<file path="src/rtl/btn_pkg.sv">
// btn_pkg: shared state encoding, counter width and default cycle constants for the button path
package btn_pkg;
  typedef enum logic [1:0] {
    RELEASED     = 2'd0,
    PRESS_WAIT   = 2'd1,
    PRESSED      = 2'd2,
    RELEASE_WAIT = 2'd3
  } btn_state_t;
  localparam int CNT_W = 32;
  localparam int unsigned DEB_20MS_20MHZ = 32'd400000;
  localparam int unsigned ONE_SEC_20MHZ  = 32'd20000000;
endpackage

</file>
<file path="src/rtl/btn_sync.sv">
// btn_sync: multi-flop synchroniser for an asynchronous input, reset to a chosen idle level
module btn_sync #(
  parameter int STAGES  = 2,
  parameter bit RST_VAL = 1'b0
) (
  input  logic clk,
  input  logic rstn,
  input  logic d,
  output logic q
);
  logic [STAGES-1:0] ff;
  // shift the raw level through the chain; the last flop is the settled copy
  always_ff @(posedge clk or negedge rstn)
    if (!rstn) ff <= {STAGES{RST_VAL}};
    else ff <= {ff[STAGES-2:0], d};
  assign q = ff[STAGES-1];
endmodule

</file>
<file path="src/rtl/btn_debounce.sv">
// btn_debounce: synchronise, debounce and turn one push-button into press/release/long-press events and a toggle level
module btn_debounce
  import btn_pkg::*;
#(
  parameter int          SYNC_STAGES     = 2,
  parameter int unsigned DEBOUNCE_CYCLES = DEB_20MS_20MHZ,
  parameter int unsigned LONG_CYCLES     = ONE_SEC_20MHZ,
  parameter bit          BTN_ACTIVE_HIGH = 1'b1
) (
  input  logic clk,
  input  logic rstn,
  input  logic btn_raw,
  output logic btn_level,
  output logic press,
  output logic release_evt,
  output logic long_press,
  output logic toggle
);
  localparam logic [CNT_W-1:0] DEB_LAST  = CNT_W'(DEBOUNCE_CYCLES - 1);
  localparam logic [CNT_W-1:0] LONG_LAST = CNT_W'(LONG_CYCLES - 1);
  localparam logic [CNT_W-1:0] LONG_MAX  = CNT_W'(LONG_CYCLES);
  btn_state_t       state;
  logic [CNT_W-1:0] cnt;
  logic [CNT_W-1:0] hcnt;
  logic             sync_q;
  logic             s;
  logic             long_done;
  btn_sync #(.STAGES(SYNC_STAGES), .RST_VAL(~BTN_ACTIVE_HIGH)) u_sync (
    .clk (clk),
    .rstn(rstn),
    .d   (btn_raw),
    .q   (sync_q)
  );
  // polarity-corrected pressed level, registered so the FSM sees a clean flop output
  always_ff @(posedge clk or negedge rstn)
    if (!rstn) s <= 1'b0;
    else s <= sync_q ^ ~BTN_ACTIVE_HIGH;
  // debounce FSM with stability counter, hold counter and registered event outputs
  always_ff @(posedge clk or negedge rstn)
    if (!rstn) begin
      state       <= RELEASED;
      cnt         <= '0;
      hcnt        <= '0;
      btn_level   <= 1'b0;
      press       <= 1'b0;
      release_evt <= 1'b0;
      long_press  <= 1'b0;
      long_done   <= 1'b0;
      toggle      <= 1'b0;
    end else begin
      press       <= 1'b0;
      release_evt <= 1'b0;
      long_press  <= 1'b0;
      case (state)
        RELEASED:
          if (s) begin
            state <= PRESS_WAIT;
            cnt   <= '0;
          end
        PRESS_WAIT:
          if (!s) begin
            state <= RELEASED;
            cnt   <= '0;
          end else if (cnt == DEB_LAST) begin
            state     <= PRESSED;
            cnt       <= '0;
            hcnt      <= '0;
            btn_level <= 1'b1;
            press     <= 1'b1;
            toggle    <= ~toggle;
            long_done <= 1'b0;
          end else cnt <= cnt + 1'b1;
        PRESSED: begin
          if (hcnt != LONG_MAX) hcnt <= hcnt + 1'b1;
          if (!s) begin
            state <= RELEASE_WAIT;
            cnt   <= '0;
          end
        end
        RELEASE_WAIT:
          if (s) begin
            state <= PRESSED;
            cnt   <= '0;
          end else if (cnt == DEB_LAST) begin
            state       <= RELEASED;
            cnt         <= '0;
            hcnt        <= '0;
            btn_level   <= 1'b0;
            release_evt <= 1'b1;
          end else cnt <= cnt + 1'b1;
      endcase
      if ((state == PRESSED || state == RELEASE_WAIT) && hcnt == LONG_LAST && !long_done) begin
        long_press <= 1'b1;
        long_done  <= 1'b1;
      end
    end
endmodule

</file>
<file path="config.mk">
export PLATFORM = sky130hd
export DESIGN_NAME = btn_debounce
export DESIGN_NICKNAME = d
export VERILOG_FILES = /design/src/rtl/btn_pkg.sv /design/src/rtl/btn_sync.sv /design/src/rtl/btn_debounce.sv
export SDC_FILE = /design/constraint.sdc
export NUM_CORES = 1
export LEC_CHECK = 0
export CORE_UTILIZATION = 30
export CTS_BUF_LIST = sky130_fd_sc_hd__clkbuf_4 sky130_fd_sc_hd__clkbuf_8 sky130_fd_sc_hd__clkbuf_16
export CTS_CLUSTER_DIAMETER = 30
export DETAILED_ROUTE_END_ITERATION = 10
export SYNTH_ARGS = -nofsm -noshare
export SYNTH_HDL_FRONTEND = slang
export SYNTH_HIERARCHICAL = 1
export SYNTH_SLANG_ARGS = --single-unit
</file>
<file path="constraint.sdc">
create_clock -name clk -period 1.8 [get_ports clk]
set_input_delay 0.27 -clock clk [delete_from_list [all_inputs] [get_ports clk]]
set_output_delay 0.27 -clock clk [all_outputs]
set_load 0.03 [all_outputs]
</file>
==> results_dict.tcl <==
set metrics [dict create \
    worst_slack_ps -158 \
    clock_skew_ps 7.39 \
    critical_path_class "register to register" \
    crit_arrival_ps 2180 \
    violations "negative setup slack" \
    synth_area_leaders "dfrtp_1 45%, nand4_1 5.1%, nand3_1 4.4%, nor2_1 4.1%, nand2_1 3.3%" \
    htree_num_levels 3 \
    num_vias 3926 \
    antenna_found_initial 0 \
    syn_avg_cell_area_um2 8.96 \
    detailed_place_hpwl_um 7800 \
    worstPathMaxFanout 6 \
    viasPerCell 5.27 \
    cap_violations 0 \
    drcViolationCount 0 \
    drive_gt1_share_pct 30.4 \
    critPathCaptureType "register" \
    rsz0062_at_grt "true" \
    synth.largest_area_cell "dfrtp_1" \
    wl_um 11700 \
    ant_nets 0 \
    ys_ff_latch 75 \
    area_growth_pct 41.3 \
    async_reset_ff_share_pct 100 \
    synth_warnings 6 \
    power_density_nw_per_um2 648 \
    antenna_cells 0 \
    crit_path_start "cnt[25]" \
    ys.flop_type "dfrtp_1" \
    gp_congestion 0.880 \
    yosysSeqAreaShare_pct 44.7 \
    maxSlewHeadroom_pct 71.9 \
    required_ps 2020 \
    fill_cells 1304 \
    clock_path_buffers 2 \
    worstHoldStart "u_sync/ff[0]" \
    dp_slack_ps -262 \
    cts_sinks 75 \
    wl_per_cell_um 15.7 \
    first_global_vias 3921 \
    cts_buffers 9 \
    fp.dieH_um 120 \
    finalCritPeriodShare_pct 109 \
    grt-ovfl-total 0 \
    worst_slew_pin_slew_ps 415 \
    fin_total_pwr_w 0.00384 \
    core_area_um2 13500 \
    start_util_pct 31.2 \
    final_nets 571 \
    fmax_mhz 511 \
    grt_pass1_wl_um 19400 \
    leakagePower_nw 2.51 \
    first_pass_iters 5 \
    tns_ps -2670 \
    r2r-start "cnt[25]" \
    cts_root_buf "clkbuf_16" \
    placementRows 42 \
    syn_nets 475 \
    start_kind "register" \
    synth_area_um2 4190 \
    grt_usage_pct 16.8 \
    worstSkewPairLatency_ps 340 \
    synth_cell_types 47 \
    port_buffers 7 \
    vdd_drop_max_mv 0.494 \
    die_area_um2 14500 \
    synth_top_area_share_pct 44.7 \
    drtIter0Drc 283 \
    synth_cells 468 \
    synth-edff-count 0 \
    slew_violations 0 \
    cts_tree "built" \
    status "complete, but fails checks" \
    hold_class "register to register" \
    final_util_pct 44.1 \
    cts.clk_slew.worst_paths_ps 60 \
    finalHoldViolCount 0 \
    period_needed_ps 1960 \
    grt_max_degree 35 \
    ioPinCount 8 \
    setup_viol_count_final 59 \
    die-width_um 120 \
]
## final timing paths
check	to	slack, ps	cells after the start
worst max-delay path	cnt[30]	-160	5
worst min-delay path	u_sync/ff[1]	350	0
worst max register to register	cnt[30]	-160	5
worst min register to register	u_sync/ff[1]	350	0
max in group asynchronous	cnt[20]	810	3
min in group asynchronous	hcnt[27]	360	2
## stage by stage
stage               cell area (um^2)  instances  hold WS (ps)
global route                    5930        745           355
global placement                5190        721           177
detailed placement              5190        721           185
finish                          5930        745           351
floorplan                       4230        468         -25.6
CTS                             5750        743           353
## kinds of logic after synthesis
logic type | after synthesis | share of synthesized area, %
fa+ha+maj | 4 | 1.19
flops | 75 | 44.7
mux | 8 | 1.97
simple gates | 256 | 33.7
xor+xnor | 30 | 6.27
compound gates | 49 | 7.73
buf+inv | 46 | 4.42
## placed cells by master (no fill, tap or decap), types with 5 or more instances in the layout
cell type and n:
and3_1 7, nand3_1 36, inv_1 19, buf_12 7, or3_1 14, nor3_1 12
and4_1 7, buf_6 5, nor4_1 6, nand4_1 34, a31oi_1 12, clkbuf_16 9
buf_4 91, nor4_2 12, nor2_1 43, xnor2_1 15, nand2_1 35, o21ai_1 6
clkdlybuf4s50_1 6, xor2_1 15, and2_1 5, mux2i_1 6, dfrtp_1 74
## synth_stat cells, drive strengths merged, types with 4 or more instances
cell    number
a21oi        4
nor2        46
buf         10
nand4       34
xor2        15
nor4b        5
o211ai       4
nand3       37
xnor2       15
and3         7
or4          6
inv         19
or3         17
a31oi       15
dfrtp       75
nor3        16
nand2       37
and4         7
ha           4
o21ai       12
clkbuf      17
and2         8
a211o        4
nor4        22
mux2i        6
## per-layer routing
layer | GRT usage, % | share of wire [%] | vias up
met1 | 21.5 | 45 | 1934
met3 | 4.43 | 3.1 | 9
met5 | 0 | 0 | -
li1 | - | - | 1912
met4 | 2.47 | 0.79 | 0
met2 | 28.9 | 51 | 71
## state kept, by name, summed over array words and instances, names as in the netlist, named ones only
name and flops:
press 1, long_press 1, btn_level 1, state 1, cnt 32, hcnt 32
long_done 1, toggle 1, s 1, release_evt 1, u_sync/ff 2
## timing repair
action	4_1_cts	5_1_grt
gates resized for setup	38	29
hold endpoints to repair	19	0
setup buffers	4	2
pin swaps	15	8
hold buffers	1	0
setup endpoints to repair	60	64
gates cloned	1	0
## report_power, final
group          total [W]  switching [W]  internal, W  leakage [nW]
Combinational   0.000164       0.000103    0.0000607          1.31
Clock            0.00198       0.000752      0.00123         0.160
Sequential       0.00170     0.00000415      0.00169          1.04
Total            0.00384       0.000859      0.00298          2.51
## layout make-up
class	instances	area, um^2	share of cell area, %
inverters	19	71.3	1.20
multi-input cells	347	2440	41.2
flip-flops and latches	75	1880	31.7
well taps	176	220	3.72
clock buffers	9	225	3.80
clock inverters	7	100	1.69
repair buffers	112	992	16.7
## critical path: stages (launching register included)
cell     delay, ps
dfrtp_1        390
nor4_2         300
nand4_1        200
or3_4          450
and4_1         220
a211o_1        270
No activity file was read; power rests on OpenSTA's default activity.
==> variant 1: new RTL, same settings <==
Register the input `btn_raw` before use, cleared by the reset. The logic sees it one clock later.
--- a/src/rtl/btn_debounce.sv
+++ b/src/rtl/btn_debounce.sv
@@ -19,6 +19,17 @@
   localparam logic [CNT_W-1:0] DEB_LAST  = CNT_W'(DEBOUNCE_CYCLES - 1);
   localparam logic [CNT_W-1:0] LONG_LAST = CNT_W'(LONG_CYCLES - 1);
   localparam logic [CNT_W-1:0] LONG_MAX  = CNT_W'(LONG_CYCLES);
+
+  logic btn_raw_q;
+
+  always_ff @(posedge clk or negedge rstn) begin
+      if (!rstn) begin
+          btn_raw_q <= '0;
+      end else begin
+          btn_raw_q <= btn_raw;
+      end
+  end
+
   btn_state_t       state;
   logic [CNT_W-1:0] cnt;
   logic [CNT_W-1:0] hcnt;
@@ -28,7 +39,7 @@
   btn_sync #(.STAGES(SYNC_STAGES), .RST_VAL(~BTN_ACTIVE_HIGH)) u_sync (
     .clk (clk),
     .rstn(rstn),
-    .d   (btn_raw),
+    .d   (btn_raw_q),
     .q   (sync_q)
   );
   // polarity-corrected pressed level, registered so the FSM sees a clean flop output
Function: no difference found for any inputs over 10 cycles, from zero or initial values and one cycle with rstn low; that may be too few to reach the edited logic, so the function may still have changed.
==> variant 1 against the unedited design <==
The run still ends with setup timing left; worst hold slack worse by 4.9 ps; power is 2.1% lower; die area is 0.59% higher; routed wire length is 0.50% higher; count of clock-buffer cells in the layout is 3 higher; clock power is 6% lower; first-iteration DRC count is 29% higher; combinational power is 3% lower; area after synthesis is 0.60% higher; design area is 1.8% lower; sequential cell count is 1 higher; largest cell class unchanged; critical endpoint unchanged; highest routed layer unchanged; clock skew is 3.1 ps lower; setup slack worse by 34 ps.
==> variant 1: results (changes against the unedited design) <==
[pwr]
p_leak_nw = 2.475  ; -1.4%
ir_drop_mv = 0.4715  ; -4.5%
power_frac_clock = 0.499  ; -0.016
finalPower_mw = 3.757  ; -2.1%
p_comb_mw = 0.159  ; -3%
p_sw_mw = 0.8198  ; -4.5%

[route]
vias = 3998  ; +1.8%
top_layer = met4
viasPerCell = 5.374  ; +2.0%
met2_length_um = 5956  ; +0.30%
drt-initial-drc-count = 364  ; +29%
wl_per_cell_um = 15.81  ; +0.63%
met1_length_um = 5158  ; -2.8%
wl_met3_um = 499  ; +38%

[worst_hold_path]
whs_endpoint = u_sync/ff[0]$_DFF_PN0_
hp-start = btn_raw_q$_DFF_PN0_
holdCritPathClass = reg -> reg

[sta]
holdWs_ps = 346.2  ; -4.891 ps
worst_pin_slew_ps = 482.8  ; +67.49 ps
finalSetupViolCount = 31  ; -47%
fin_ws_ps = -191.6  ; -33.56 ps
setup_tns_ps = -3013  ; -337.8 ps
skew_ps = 4.296  ; -3.091 ps

[placed_design]
place_area_um2 = 5127  ; -1.3%
gp_congestion = 0.8893  ; +1.0%
pre_cts_ws_ps = -314.7  ; -52.63 ps
numPortBuffers = 7  ; unchanged
dp_hpwl_um = 7757  ; -0.54%
numPlacedInstances = 713  ; -1.1%

[setup_path]
cp-endpoint = cnt[30]$_DFFE_PN0P_
cp_data_arrival_time_ps = 2210  ; +30 ps
worstPathMaxFanout = 5  ; -1
regToRegStartpoint = cnt[29]$_DFFE_PN0P_

[outcome]
status = finished, violations left
violations = setup timing

[global_route]
gr-total-overflow = 0  ; unchanged
grt_usage = 0.1699  ; +0.001904
antenna_found_initial = 0  ; unchanged
grt_use_met1 = 0.2106  ; -0.004241
grt_pass1_vias = 4093  ; +4.4%
use_met3 = 0.04623  ; +0.001887
grt_pass1_wl_um = 19620  ; +0.96%
use_met2 = 0.2931  ; +0.003951
grt_max_degree = 36  ; +2.9%

[final_layout]
biggestRegsByFlops = cnt (32), hcnt (32), u_sync/ff (2)
nFillCells = 1315  ; +0.84%
drive_gt1_frac = 0.2887  ; -0.01531
nets = 570  ; -0.18%

[synthesis]
ys_warn_count = 6  ; unchanged
synth.area.top_cells = dfrtp_1 45%, nand4_1 5.0%, nand3_1 4.4%, nor2_1 4.1%, nand2_1 3.3%
netlist_top_cells_count = 76 x dfrtp_1, 46 x nor2_1, 37 x nand2_1, 37 x nand3_1, 34 x nand4_1
avgSynthCellArea_um2 = 8.996  ; +0.38%
ys_types = 47  ; unchanged
synth_seq_area_share = 0.4508  ; +0.003277
synth_nets = 476  ; +0.21%

[cts]
htree_levels = 3  ; unchanged
ctsResizeCount = 30  ; -21%
numCtsBuffers = 9  ; unchanged
post-cts-setup-buffer-count = 7  ; +3

[variant 1: cell families (layout without fill, tap and decap cells)]
| family | Yosys count | in the layout | share of synthesized area |
|---|---|---|---|
| AO/OA/AOI/OAI | 49 | 49 | 0.07681 |
| XOR/XNOR | 30 | 30 | 0.06228 |
| adder cells (fa/ha/maj) | 4 | 4 | 0.01186 |
| buffers and inverters | 46 | 145 | 0.04389 |
| flip-flops | 76 | 76 | 0.4508 |
| multiplexers | 8 | 8 | 0.01957 |
| AND/OR/NAND/NOR | 256 | 256 | 0.3348 |
[variant 1: cell type report]
class | count | area (um^2) | share of cell area
Clock buffer | 12 | 260.3 | 0.04470
Clock inverter | 4 | 47.55 | 0.008167
Inverter | 19 | 71.32 | 0.01225
Multi-Input combinational cell | 347 | 2395 | 0.4113
Sequential cell | 76 | 1902 | 0.3267
Tap cell | 176 | 220.2 | 0.03783
Timing Repair Buffer | 110 | 925.9 | 0.1590
==> variant 2: new RTL, same flow settings <==
Made on the original files. The package constant `CNT_W` goes from 32 to 64.
--- a/src/rtl/btn_pkg.sv
+++ b/src/rtl/btn_pkg.sv
@@ -6,7 +6,7 @@
     PRESSED      = 2'd2,
     RELEASE_WAIT = 2'd3
   } btn_state_t;
-  localparam int CNT_W = 32;
+  localparam int CNT_W = 64;
   localparam int unsigned DEB_20MS_20MHZ = 32'd400000;
   localparam int unsigned ONE_SEC_20MHZ  = 32'd20000000;
 endpackage
Formal check against the unedited RTL: no difference found for any inputs over 10 cycles, from zero or initial values and one cycle with rstn low; that may be too few to reach the edited logic, so the function may still have changed.
==> variant 2 against the unedited design <==
The flow still finishes with violations (setup timing); power rose by 95%; count of clock-buffer cells in the layout increased by 8; design area up 120%; sequential cell count up 64; combinational power increased to 2.6 times the old value; setup slack got worse by 350 ps; routed wire length increased by 150%; clock skew is 1.7 ps higher; die area up 97%; area after synthesis increased by 99%; largest power group unchanged.
==> variant 2: results (changes against the unedited design) <==
[outcome]
status = finished, violations left
violations = setup timing

[cts]
numCtsBuffers = 17  ; +8
htree_levels = 4  ; +1
clock-sinks = 139  ; +85%
ctsResizeCount = 78  ; +110%
insertion_delay_ps = 440  ; +100 ps

[worst_hold_path]
hp-start = btn_raw
whs_endpoint = u_sync/ff[0]$_DFF_PN0_
min_path_cells = 1  ; +1

[synthesis]
netlist_top_cells_count = 139 x dfrtp_1, 62 x a21oi_1, 60 x nand2_1
synth.area.top_cells = dfrtp_1 42%, nor4_1 4.1%, nand4_1 3.9%, a21oi_1 3.7%, nand3_1 3.2%
muxShareOfSynthArea = 0.005107  ; -0.01458
synth_cells = 950  ; +100%
synth-xor-area-share = 0.03364  ; -0.02901
synth_nets = 957  ; +100%
synth_seq_area_share = 0.4175  ; -0.02995
synth-compound-area-share = 0.1694  ; +0.09215

[sta]
finalSetupViolCount = 136  ; +130%
holdWs_ps = 267.5  ; -83.59 ps
setup_tns_ps = -61020  ; -58350 ps
fin_ws_ps = -507.4  ; -349.4 ps

[setup_path]
reg2reg_to = cnt[35]$_DFFE_PN0P_
r2r_cells = 7  ; +2
worstPathMaxFanout = 13  ; +7
regToRegStartpoint = cnt[27]$_DFFE_PN0P_
cp_data_arrival_time_ps = 2630  ; +450 ps

[final_layout]
comb.multi_input.count = 717  ; +110%
nNonClkInverters = 34  ; +15
nets = 1249  ; +120%
multi_input_area_share = 0.4162  ; +0.004533
nFillCells = 2425  ; +86%
bufAreaShareNonClock = 0.2273  ; +0.05985
n_all_buffers = 333  ; +200%
clk_share = 0.04818  ; -0.006709
biggestRegsByFlops = cnt (64), hcnt (64), u_sync/ff (2)

[placed_design]
numPlacedInstances = 1565  ; +120%
gp_congestion = 0.8834  ; +0.36%
dp_hpwl_um = 19200  ; +150%
pre_cts_ws_ps = -544.4  ; -282.3 ps
place_area_um2 = 11460  ; +120%

[pwr]
ir_drop_mv = 0.6181  ; +25%
p_comb_mw = 0.427  ; +160%
p_leak_nw = 5.555  ; +120%
seq-power_mw = 3.15  ; +85%
p_int_mw = 5.669  ; +90%
p_sw_frac = 0.2411  ; +0.01745

[route]
vias = 8947  ; +130%
viasPerCell = 5.499  ; +4.4%
drt-initial-drc-count = 571  ; +100%
wl_per_cell_um = 17.81  ; +13%

[global_route]
grt_max_degree = 38  ; +8.6%
grt_pass1_wl_um = 45450  ; +130%
grt_pass1_vias = 8763  ; +120%
grt_usage = 0.2022  ; +0.03419

-- variant 2: cell types whose count changed after synthesis, sizes merged, moves of 18 or more --
| cell | before | now |
|---|---|---|
| nand4 | 34 | 55 |
| clkbuf | 17 | 36 |
| a21oi | 4 | 74 |
| nor4 | 22 | 61 |
| dfrtp | 75 | 139 |
| a31oi | 15 | 38 |
| or3 | 17 | 35 |
| o31ai | 1 | 20 |
| nand2 | 37 | 60 |
| o21ai | 12 | 48 |
-- variant 2: worst max-delay path, cell delays in order, from the launching register on --
cell	delay [ps]
dfrtp_1	440
nor4_2	350
nand4_1	210
nor4_4	380
a21o_2	280
buf_12	180
o21ai_1	70
mux2_4	260
-- variant 2: per-layer routing --
metal | up-vias | track usage | routed length [um]
met3 | 64 | 0.03320 | 1156
met2 | 213 | 0.3467 | 14490
met4 | 0 | 0.07866 | 811
met1 | 4461 | 0.2538 | 12530
li1 | 4209 | - | -
met5 | - | 0 | 0
